--- config.mk ---
export PLATFORM = sky130hd
export DESIGN_NAME = gobou_writeback_flat
export DESIGN_NICKNAME = d
export VERILOG_FILES = /design/src/rtl/gobou_writeback_pkg.sv /design/src/rtl/gobou_writeback_if.sv /design/src/rtl/gobou_writeback_relu.sv /design/src/rtl/gobou_writeback.sv /design/src/flat_wrapper.sv
export SDC_FILE = /design/constraint.sdc
export NUM_CORES = 1
export LEC_CHECK = 0
export CAP_MARGIN = 20
export CORE_MARGIN = 5
export CORE_UTILIZATION = 37
export CTS_CLUSTER_SIZE = 14
export DETAILED_ROUTE_END_ITERATION = 6
export MAX_ROUTING_LAYER = met4
export PLACE_DENSITY_LB_ADDON = 0.25
export SYNTH_ARGS = -nofsm -noshare
export SYNTH_HDL_FRONTEND = slang
export SYNTH_SLANG_ARGS = --single-unit
--- constraint.sdc ---
create_clock -name clk -period 21.1 [get_ports clk]
set_input_delay 4.22 -clock clk [delete_from_list [all_inputs] [get_ports clk]]
set_output_delay 4.22 -clock clk [all_outputs]
set_load 0.02 [all_outputs]
--- src/rtl/gobou_writeback_pkg.sv ---
// Shared widths and FSM encoding for the gobou write-back stage.
package gobou_writeback_pkg;
    localparam int WB_DWIDTH  = 16;
    localparam int WB_IMGSIZE = 12;
    localparam int WB_LWIDTH  = 10;
    localparam int WB_CORE    = 8;
    localparam int WB_CORELOG = 3;

    typedef enum logic [1:0] {
        S_IDLE  = 2'd0,
        S_WAIT  = 2'd1,
        S_DRAIN = 2'd2,
        S_FIN   = 2'd3
    } wb_state_e;
endpackage

--- src/rtl/gobou_writeback_if.sv ---
// Vector hand-off from the core array into the write-back stage.
interface gobou_writeback_if
    import gobou_writeback_pkg::*;
#(
    parameter int DWIDTH = WB_DWIDTH,
    parameter int CORE   = WB_CORE
);
    logic                     in_valid;
    logic [CORE*DWIDTH-1:0]   in_data;
    logic                     in_ready;

    modport master (output in_valid, output in_data, input  in_ready);
    modport slave  (input  in_valid, input  in_data, output in_ready);
endinterface

--- src/rtl/gobou_writeback_relu.sv ---
// Per-lane clamp used at vector capture: negative words become zero.
module gobou_writeback_relu
    import gobou_writeback_pkg::*;
#(
    parameter int DWIDTH = WB_DWIDTH
) (
    input  logic signed [DWIDTH-1:0] din,
    output logic signed [DWIDTH-1:0] dout
);
    assign dout = din[DWIDTH-1] ? '0 : din;
endmodule

--- src/rtl/gobou_writeback.sv ---
// Write-back stage: serializes CORE-wide neuron vectors into image memory.
// Define WB_RELU_EN to clamp negative lanes to zero at capture.
//
// state   | meaning
// S_IDLE  | waiting for start
// S_WAIT  | in_ready high, waiting for the next vector
// S_DRAIN | writing one buffered lane per cycle
// S_FIN   | done pulse, then back to idle
module gobou_writeback
    import gobou_writeback_pkg::*;
#(
    parameter int DWIDTH  = WB_DWIDTH,
    parameter int IMGSIZE = WB_IMGSIZE,
    parameter int LWIDTH  = WB_LWIDTH,
    parameter int CORE    = WB_CORE,
    parameter int CORELOG = WB_CORELOG
) (
    input  logic                      clk,
    input  logic                      xrst,
    input  logic                      start,
    input  logic [IMGSIZE-1:0]        base_addr,
    input  logic [LWIDTH-1:0]         total_out,
    gobou_writeback_if.slave          vec,
    output logic                      mem_img_we,
    output logic [IMGSIZE-1:0]        mem_img_addr,
    output logic signed [DWIDTH-1:0]  write_mem_img,
    output logic                      busy,
    output logic                      done
);
    localparam int LEN_W = CORELOG + 1;

    typedef logic signed [DWIDTH-1:0] word_t;

    wb_state_e          state_q, state_n;
    logic [IMGSIZE-1:0] base_q, base_n;
    logic [LWIDTH-1:0]  total_q, total_n;
    logic [LWIDTH-1:0]  written_q, written_n;
    logic [CORELOG-1:0] lane_q, lane_n;
    logic [LEN_W-1:0]   len_q, len_n;
    word_t              buf_q [CORE];
    word_t              buf_n [CORE];
    word_t              lane_in [CORE];

    logic               ready_q, ready_n;
    logic               we_q, we_n;
    logic [IMGSIZE-1:0] addr_q, addr_n;
    word_t              data_q, data_n;
    logic               busy_q, done_q;

    logic [LWIDTH-1:0]  remaining;
    logic [LEN_W-1:0]   grp_len;
    logic               last_lane;
    logic [CORELOG-1:0] lane_inc;
    logic [IMGSIZE-1:0] wr_addr;
    logic               more_left;
    logic               accept;

    for (genvar g = 0; g < CORE; g++) begin : g_lane
`ifdef WB_RELU_EN
        gobou_writeback_relu #(.DWIDTH(DWIDTH)) u_relu (
            .din  (vec.in_data[g*DWIDTH +: DWIDTH]),
            .dout (lane_in[g])
        );
`else
        assign lane_in[g] = vec.in_data[g*DWIDTH +: DWIDTH];
`endif
    end

    always_comb begin
        remaining = total_q - written_q;
        grp_len   = (remaining >= LWIDTH'(CORE)) ? LEN_W'(CORE) : LEN_W'(remaining);
        last_lane = (({1'b0, lane_q} + LEN_W'(1)) == len_q);
        lane_inc  = lane_q + CORELOG'(1);
        wr_addr   = base_q + IMGSIZE'(written_q);
        // true when the write being issued now is not the layer's final element
        more_left = ((written_q + LWIDTH'(1)) != total_q);
    end

    always_comb begin
        state_n   = state_q;
        base_n    = base_q;
        total_n   = total_q;
        written_n = written_q;
        lane_n    = lane_q;
        len_n     = len_q;
        buf_n     = buf_q;
        we_n      = 1'b0;
        addr_n    = addr_q;
        data_n    = data_q;
        ready_n   = 1'b0;
        accept    = 1'b0;

        unique case (state_q)
            S_IDLE: begin
                if (start) begin
                    base_n    = base_addr;
                    total_n   = total_out;
                    written_n = '0;
                    state_n   = (total_out == '0) ? S_FIN : S_WAIT;
                    ready_n   = (total_out != '0);
                end
            end
            S_WAIT: begin
                if (vec.in_valid && ready_q) accept  = 1'b1;
                else                         ready_n = 1'b1;
            end
            S_DRAIN: begin
                if (!last_lane) begin
                    we_n      = 1'b1;
                    addr_n    = wr_addr;
                    data_n    = buf_q[lane_inc];
                    written_n = written_q + LWIDTH'(1);
                    lane_n    = lane_inc;
                    ready_n   = (({1'b0, lane_q} + LEN_W'(2)) == len_q) && more_left;
                end else if (written_q == total_q) begin
                    state_n = S_FIN;
                end else if (vec.in_valid && ready_q) begin
                    accept = 1'b1;
                end else begin
                    state_n = S_WAIT;
                    ready_n = 1'b1;
                end
            end
            S_FIN: state_n = S_IDLE;
            default: state_n = S_IDLE;
        endcase

        // lane 0 goes out on the capture edge; the rest drain from the buffer
        if (accept) begin
            buf_n     = lane_in;
            we_n      = 1'b1;
            addr_n    = wr_addr;
            data_n    = lane_in[0];
            written_n = written_q + LWIDTH'(1);
            lane_n    = '0;
            len_n     = grp_len;
            state_n   = S_DRAIN;
            ready_n   = (grp_len == LEN_W'(1)) && more_left;
        end
    end

    always_ff @(posedge clk or posedge xrst) begin
        if (xrst) begin
            state_q   <= S_IDLE;
            base_q    <= '0;
            total_q   <= '0;
            written_q <= '0;
            lane_q    <= '0;
            len_q     <= '0;
            buf_q     <= '{default: '0};
            ready_q   <= 1'b0;
            we_q      <= 1'b0;
            addr_q    <= '0;
            data_q    <= '0;
            busy_q    <= 1'b0;
            done_q    <= 1'b0;
        end else begin
            state_q   <= state_n;
            base_q    <= base_n;
            total_q   <= total_n;
            written_q <= written_n;
            lane_q    <= lane_n;
            len_q     <= len_n;
            buf_q     <= buf_n;
            ready_q   <= ready_n;
            we_q      <= we_n;
            addr_q    <= addr_n;
            data_q    <= data_n;
            busy_q    <= (state_n != S_IDLE);
            done_q    <= (state_n == S_FIN);
        end
    end

    assign vec.in_ready  = ready_q;
    assign mem_img_we    = we_q;
    assign mem_img_addr  = addr_q;
    assign write_mem_img = data_q;
    assign busy          = busy_q;
    assign done          = done_q;
endmodule

--- src/flat_wrapper.sv ---
// flat-port wrapper written by rule: the top's interface ports become plain ports
module gobou_writeback_flat import gobou_writeback_pkg::*;
#(
    parameter int DWIDTH  = WB_DWIDTH,
    parameter int IMGSIZE = WB_IMGSIZE,
    parameter int LWIDTH  = WB_LWIDTH,
    parameter int CORE    = WB_CORE,
    parameter int CORELOG = WB_CORELOG
)
  (clk, xrst, start, base_addr, total_out, mem_img_we, mem_img_addr, write_mem_img, busy, done, vec_in_valid, vec_in_data, vec_in_ready);
  gobou_writeback_if #(.DWIDTH(DWIDTH), .CORE(CORE)) vec_i ();
  input  logic clk;
  input  logic xrst;
  input  logic start;
  input  logic [IMGSIZE-1:0] base_addr;
  input  logic [LWIDTH-1:0] total_out;
  output logic mem_img_we;
  output logic [IMGSIZE-1:0] mem_img_addr;
  output logic signed [DWIDTH-1:0] write_mem_img;
  output logic busy;
  output logic done;
  input wire logic [$bits(vec_i.in_valid)-1:0] vec_in_valid;
  input wire logic [$bits(vec_i.in_data)-1:0] vec_in_data;
  output wire logic [$bits(vec_i.in_ready)-1:0] vec_in_ready;
  assign vec_i.in_valid = vec_in_valid;
  assign vec_i.in_data = vec_in_data;
  assign vec_in_ready = vec_i.in_ready;
  gobou_writeback #(.DWIDTH(DWIDTH), .IMGSIZE(IMGSIZE), .LWIDTH(LWIDTH), .CORE(CORE), .CORELOG(CORELOG)) u_core (.clk(clk), .xrst(xrst), .start(start), .base_addr(base_addr), .total_out(total_out), .vec(vec_i), .mem_img_we(mem_img_we), .mem_img_addr(mem_img_addr), .write_mem_img(write_mem_img), .busy(busy), .done(done));
endmodule
After elaboration in Yosys (flattened, before gate mapping)
Cells that the tools add are included.

Div/mod/pow operators: 0. Eq/ne operators: 12. Muxes and demuxes: 37. Multiply operators: 0. $lt $le $gt $ge: 2. Bitwise operators: 1. Shift operators: 0. Add/sub/neg operators: 6. Reductions and logical operators: 12.

Operators with widths (number): 2-to-1 mux 16 bit (5); binary-select mux 16 bit (select 3 bit) (1); 2-to-1 mux 12 bit (3); 2-to-1 mux 10 bit (3); case mux 10 bit (2 select lines) (1); adder 12 x 10 -> 12 bit (1); 2-to-1 mux 2 bit (6); 2-to-1 mux 1 bit (11); adder 10 x 1 -> 10 bit (second input constant) (1); equality test 10 bit (1); >= comparator 10 x 4 -> 1 bit (second input constant) (1); zero test 10 bit (1); inequality test 10 bit (1); nonzero test 10 bit (1); subtractor 10 bit (1); 2-to-1 mux 3 bit (3); equality test 4 bit (2); equality test 2 bit (second input constant) (3); case mux 2 bit (3 select lines) (1); adder 3 x 1 -> 4 bit (second input constant) (1); adder 3 x 2 -> 4 bit (second input constant) (1); equality test 4 x 1 -> 1 bit (second input constant) (1); >= comparator 4 bit (second input constant) (1); 2-to-1 mux 4 bit (1); other kinds (14) (18).

Output and inout bits: 32. ROM bits: 0. Memories: 0. Bits in registers: 201. Bits in writable memories: 0. Bits in latches: 0. Word-level logic and storage cells: 90. Bits of input ports: 154.

Logic depth before layout (Yosys ltp)
Word-level depth: 8. Gate-level depth with buffers: 11. Depth with buffers taken out: 9.

Least setup slack after synthesis
No wires, ideal clock.

Path type: in2reg. Start: input total_out[4]. End: register u_core.done_q (netlist: u_core.done). Cell stages on the path: 5. Required time: 21014 ps. Arrival: 5517 ps. Path buffers: 0. Path slack: 15497 ps. Setup time: 86 ps. Cell sequence: or4_1 > nor4_1 > a2bb2oi_1 > o22a_1 > nor3_1.

Cells in the longest elaborated chain, start to end: 6.

RTL lines: start: declaration (line flat_wrapper.sv:16) `input logic [LWIDTH-1:0] total_out;`; zero test 10 bit (line gobou_writeback.sv:99) `state_n = (total_out == '0) ? S_FIN : S_WAIT;`; 2-to-1 mux 2 bit (line gobou_writeback.sv:99); 2-to-1 mux 2 bit (line gobou_writeback.sv:95) `if (start) begin`; case mux 2 bit (3 select lines) (line gobou_writeback.sv:93) `unique case (state_q)`; 2-to-1 mux 2 bit (line gobou_writeback.sv:129) `if (accept) begin`; equality test 2 bit (line gobou_writeback.sv:170) `done_q <= (state_n == S_FIN);`; end signal: assignment (line gobou_writeback.sv:170); end: declaration (line gobou_writeback.sv:48) `logic busy_q, done_q;`.

No other way between the ends. A chain may end at the register's enable or synchronous reset.

Worst setup path after layout
Start: input vec_in_valid. End: register u_core.data_q[13] (netlist: u_core.write_mem_img[13]).

Cells in the longest elaborated chain, start to end: 7. Elaborated cells between the ends (all ways): 9. Classes of those cells: eq/ne (1); mux (5); reduce/logical (3).

RTL lines: start: declaration (line flat_wrapper.sv:22) `input wire logic [$bits(vec_i.in_valid)-1:0] vec_in_valid;`; logical AND 1 bit * (line gobou_writeback.sv:104, gobou_writeback.sv:117); 2-to-1 mux 1 bit * (line gobou_writeback.sv:104, gobou_writeback.sv:117); 2-to-1 mux 1 bit (line gobou_writeback.sv:115) `end else if (written_q == total_q) begin`; 2-to-1 mux 1 bit (line gobou_writeback.sv:108) `if (!last_lane) begin`; case mux 1 bit (2 select lines) * (line gobou_writeback.sv:93); inequality test 2 bit (no source line) or nonzero test 2 bit (tied branches); AND reduction 2 bit (no source line); end signal: assignment (line gobou_writeback.sv:168) `data_q <= data_n;`; end: declaration (line gobou_writeback.sv:47) `word_t data_q, data_n;`.

Every way passes the cells marked *; elsewhere a longest branch is shown, timed or not.

==> reports/summary.md <==
For the count of warnings emitted by yosys, the log shows 0. The transition time of the tightest slew-check pin is 0.966 ns, and the total power after layout is 1.95 mW. The master of the slowest instance on the critical path is buf_4.

The post-route clock skew was 0.0244 ns. Setup repair after global routing left no endpoint under its margin. Counting the buffers created by CTS gives 24. Across the run, the number of max-cap violations was 0. Averaged over all synthesized cells, the footprint is 9.62 sq um. The share of the clock period used by the worst path works out to 29.9%. The post-synthesis instance area was 0.0102 sq mm; the number of fillers in the final layout was 2525. The synthesized design contains 0 enable-type register cells. The logs give 0 for the hold violation total from the final report and 140 for the maximum number of pins on one net before global-route repair. The clock network burns 20.8% of the power. Routability-driven placement finished with a final weighted congestion of 0.823. For this design, the CTS-stage hold fixing added 0 buffers.

The logs give 14.23 ns for the pre-CTS worst setup slack and 0.468 ns for the worst hold slack. The analysis attributes to net switching a power of 0.724 mW. The clock period could shrink to 6.30 ns. The area used by sequential logic in the layout was 0.00503 sq mm; the number of different library cells in the post-synthesis netlist was 71.

The share of the synthesized area in the top cell type works out to 49.2%. Adding up every negative setup slack in the final design gives 0 ns. Hold path startpoint: u_core.buf_q[72]$_DFFE_PP0P_.

Counting cells, the worst reg-to-reg path comes to 7. Most common cell in the netlist: nand2_1. Measured against its own limit, the worst slew margin works out to 35.6%.

The sum of routed wire length over all layers came out at 27.1 mm. In this run the core area contains 60 standard-cell rows. The category of the critical setup timing path was input port to register.

The tools report the total global-route track usage as 17.9%. The most instantiated flip-flop cell in the synthesis netlist is dfrtp_1. Number of instances in the synthesized netlist: 1062.

For the required time reported for the critical path endpoint, the log shows 21.54 ns. Number of ports placed on the die boundary: 186. The critical path contains buffers and inverters numbering 3 combined. The tools report the initial DRC count as 502. Of the cells placed in the final design, the portion with a size suffix greater than 1 is 9.35%. By area, the combinational part of the netlist is dominated by simple AND/OR/NAND/NOR gates. The tools report the initial standard-cell utilization of the core as 37.7%. The routed layout has 7954 vias. In this run the power density over the cells is 149 mW/mm^2. TritonCTS built the clock tree.

Setup violations remaining at the end of the flow were counted as 0. The internal power component was 1.23 mW; the number of global-route vias before repair was 8222. The remaining global-route overflow is 0, and the biggest cell delay along the critical path is 0.81 ns. The tools report the root cell of the clock tree as clkbuf_16.

The critical path data arrival time is 6.74 ns. By count the netlist is led by 414 x nand2_1, 201 x dfrtp_1, 46 x o21ai_0. Clock sink total: 201.

In this run the static leakage power is 6.00 nW. The critical path goes through clkdlybuf4s50_1 > nand3_1 > nor2_4 > buf_4 > buf_4 > nand2_1 > o21ai_0. Of the post-synthesis cell area, the part taken by muxes is 11.0%.

The core region is 0.0271 sq mm. The detail route stage leaves a number of antenna-violating nets equal to 0. The die extent in y is 176 um, and the sequential fraction of the synthesis area is 49.2%. The post-CTS clock slew at the launch and capture registers of the worst setup and hold paths was 0.05 ns. The number of detailed-routing iterations run before antenna repair was 5; the sequential fraction of design power was 35.2%.

In the final layout, the multi-input gates occupy 0.00483 sq mm. The worst setup path is launched from an input port. Clock latency on the worst-skew pair, taken at its later pin, is 0.53 ns.

From synthesis to final layout, the design area changed by 28.6%. The kind of cell with the highest combined delay along the critical path is buffers and inverters. The first global-routing pass estimated 43.7 mm of wire. The number of cells on the worst hold path came out at 2. After synthesis, the share of flip-flops with an asynchronous set or reset is 100%.

For this run, design rule violations remaining after detail routing come to 0. The endpoint type of the worst setup path was a register. For the level count of the clock H-tree, the log shows 1. The routed length per instance is 16.8 um, and the number of port buffers is 185. The xor and xnor area share after synthesis came out at 2.71%.

The number of setup buffers added after CTS is 0. Per report_power, the combinational group accounts for 44.0% of the total. The die is 176 um wide. The startpoint identified for the worst register-to-register timing path is u_core.lane_q[2]$_DFFE_PP0P_. Summing the areas of all compound-gate instances in the mapped netlist gives 9.36% of the synthesized area.

The worst register-to-register path ends at u_core.mem_img_addr[0]$_DFFE_PP0P_. dfrtp_1 takes more of the synthesized area than any other cell. The initial antenna violation count is 7. The logs give 0.0804 mV for the largest vdd supply drop and 0.0310 sq mm for the die outline area. In the routed layout, each cell is associated on average with a via count of 4.91. After synthesis the netlist holds a flip-flop and latch count of 201.

The tightest min-delay check is of the register to register type. The number of nets in the synthesized netlist is 1245. The flow ran to the end, and the final reports show no timing, DRC or antenna violations. Gates resized during post-CTS repair numbered 0.

The run gives 0 as the number of pins with negative max-slew slack in the final report. The post-layout worst setup margin is 14.80 ns, and the switching portion of total power is 37.0%. Timing would allow up to 0.159 GHz. Setup slack on the worst reg-to-reg path comes out at 17.57 ns. Counting along the longest clock path gives a buffer depth of 3.

After the last flow step, the layout net total stands at 1408. The maximum fanout count along the critical path is 90, and the adder-cell area share of the yosys netlist is 3.70%. End point of the most critical hold path: u_core.buf_q[72]$_DFFE_PP0P_. In the post-synthesis netlist, the biggest area contributors are dfrtp_1 49%, nand2_1 15%, mux4_2 7.1%. The cell seen most often among critical-path stages was buf_4.

The simple-gate portion of the synthesized area works out to 20.3%. The run gives 19.0 mm as the post-DP HPWL.
worst max-delay path by stage:
stage / endpoint / slack (ns) / start / cells past startpoint
2_1_floorplan: u_core.base_q[0]$_DFFE_PP0P_ / 11.40 / xrst / 1
3_3_place_gp: u_core.write_mem_img[8]$_DFFE_PP0P_ / 14.28 / vec_in_valid / 6
3_5_place_dp: u_core.write_mem_img[15]$_DFFE_PP0P_ / 14.23 / vec_in_valid / 6
4_1_cts: u_core.write_mem_img[8]$_DFFE_PP0P_ / 14.78 / vec_in_valid / 6
5_1_grt: u_core.write_mem_img[13]$_DFFE_PP0P_ / 14.52 / vec_in_valid / 7
6_report: u_core.write_mem_img[13]$_DFFE_PP0P_ / 14.80 / vec_in_valid / 7
cells in the final DEF, fill, tap and decap left out, types with 12 or more instances in the layout:
| cell type | Yosys | routed |
|---|---|---|
| xnor2_1 | 16 | 16 |
| dfrtp_1 | 201 | 200 |
| mux2_2 | 21 | 21 |
| inv_1 | 20 | 19 |
| mux2i_1 | 17 | 17 |
| a21oi_1 | 37 | 37 |
| nand2_1 | 414 | 414 |
| xor2_1 | 13 | 12 |
| clkbuf_16 | 0 | 24 |
| clkdlybuf4s50_1 | 0 | 185 |
| o21ai_0 | 46 | 46 |
| mux4_2 | 32 | 32 |
| ha_1 | 27 | 26 |
| nor2_1 | 33 | 33 |
power by group through the flow:
| stage | Combinational (mW) | Clock, mW | Sequential, mW |
|---|---|---|---|
| after floorplan | 0.613 | 0 | 0.682 |
| after global placement | 0.853 | 0 | 0.686 |
| after detailed placement | 0.869 | 0 | 0.690 |
| after CTS | 0.871 | 0.418 | 0.688 |
| after global routing | 0.960 | 0.434 | 0.712 |
| final | 0.859 | 0.407 | 0.688 |
cell families after synthesis:
| group | after synthesis |
|---|---|
| xor+xnor | 30 |
| compound gates | 150 |
| simple gates | 506 |
| flops | 201 |
| fa+ha+maj | 29 |
| mux | 70 |
| buf+inv | 76 |
area by class of cell:
type	instances	area share [%]
multi-input combinational	785	36.8
timing repair buffer	193	14.7
tap	372	3.54
inverter	20	0.628
sequential	201	38.3
clock buffer	33	5.13
clock inverter	8	0.819
antenna	7	0.133
worst reg2reg max path: stages, from the launching register on:
cell     delay (ns)
dfrtp_1        0.48
ha_1           0.24
xor2_1         0.17
o22ai_1        0.42
a21bo_2        0.81
o21a_1         0.69
inv_1          0.27
mux2_2         0.33
registers in the layout, summed over array words and instances, names as in the netlist:
signal and flops:
u_core.vec.in_ready 1, u_core.buf_q 128, u_core.len_q 4, u_core.total_q 10, u_core.mem_img_addr 12, u_core.busy 1, u_core.base_q 12, u_core.done 1
u_core.mem_img_we 1, u_core.lane_q 3, u_core.written_q 10, u_core.write_mem_img 16, u_core.state_q 2
through the flow:
step	std cells	area, sq um	utilization [%]
finish	1619	13100	48.5
global route	1619	13100	48.5
CTS	1611	13100	48.3
detailed placement	1570	12300	45.4
global placement	1570	12300	45.4
floorplan	1062	10200	-
metal layers:
metal / share of wire [%] / up-vias / wire length (um) / track usage [%]
met2: 47 / 197 / 12700 / 28.5
met5: 0 / - / 0 / -
met1: 45 / 3810 / 12200 / 23.5
met3: 6.0 / 31 / 1640 / 4.13
met4: 2.1 / 0 / 559 / 3.87
li1: - / 3916 / - / -
No activity file was read; power rests on OpenSTA's default activity.
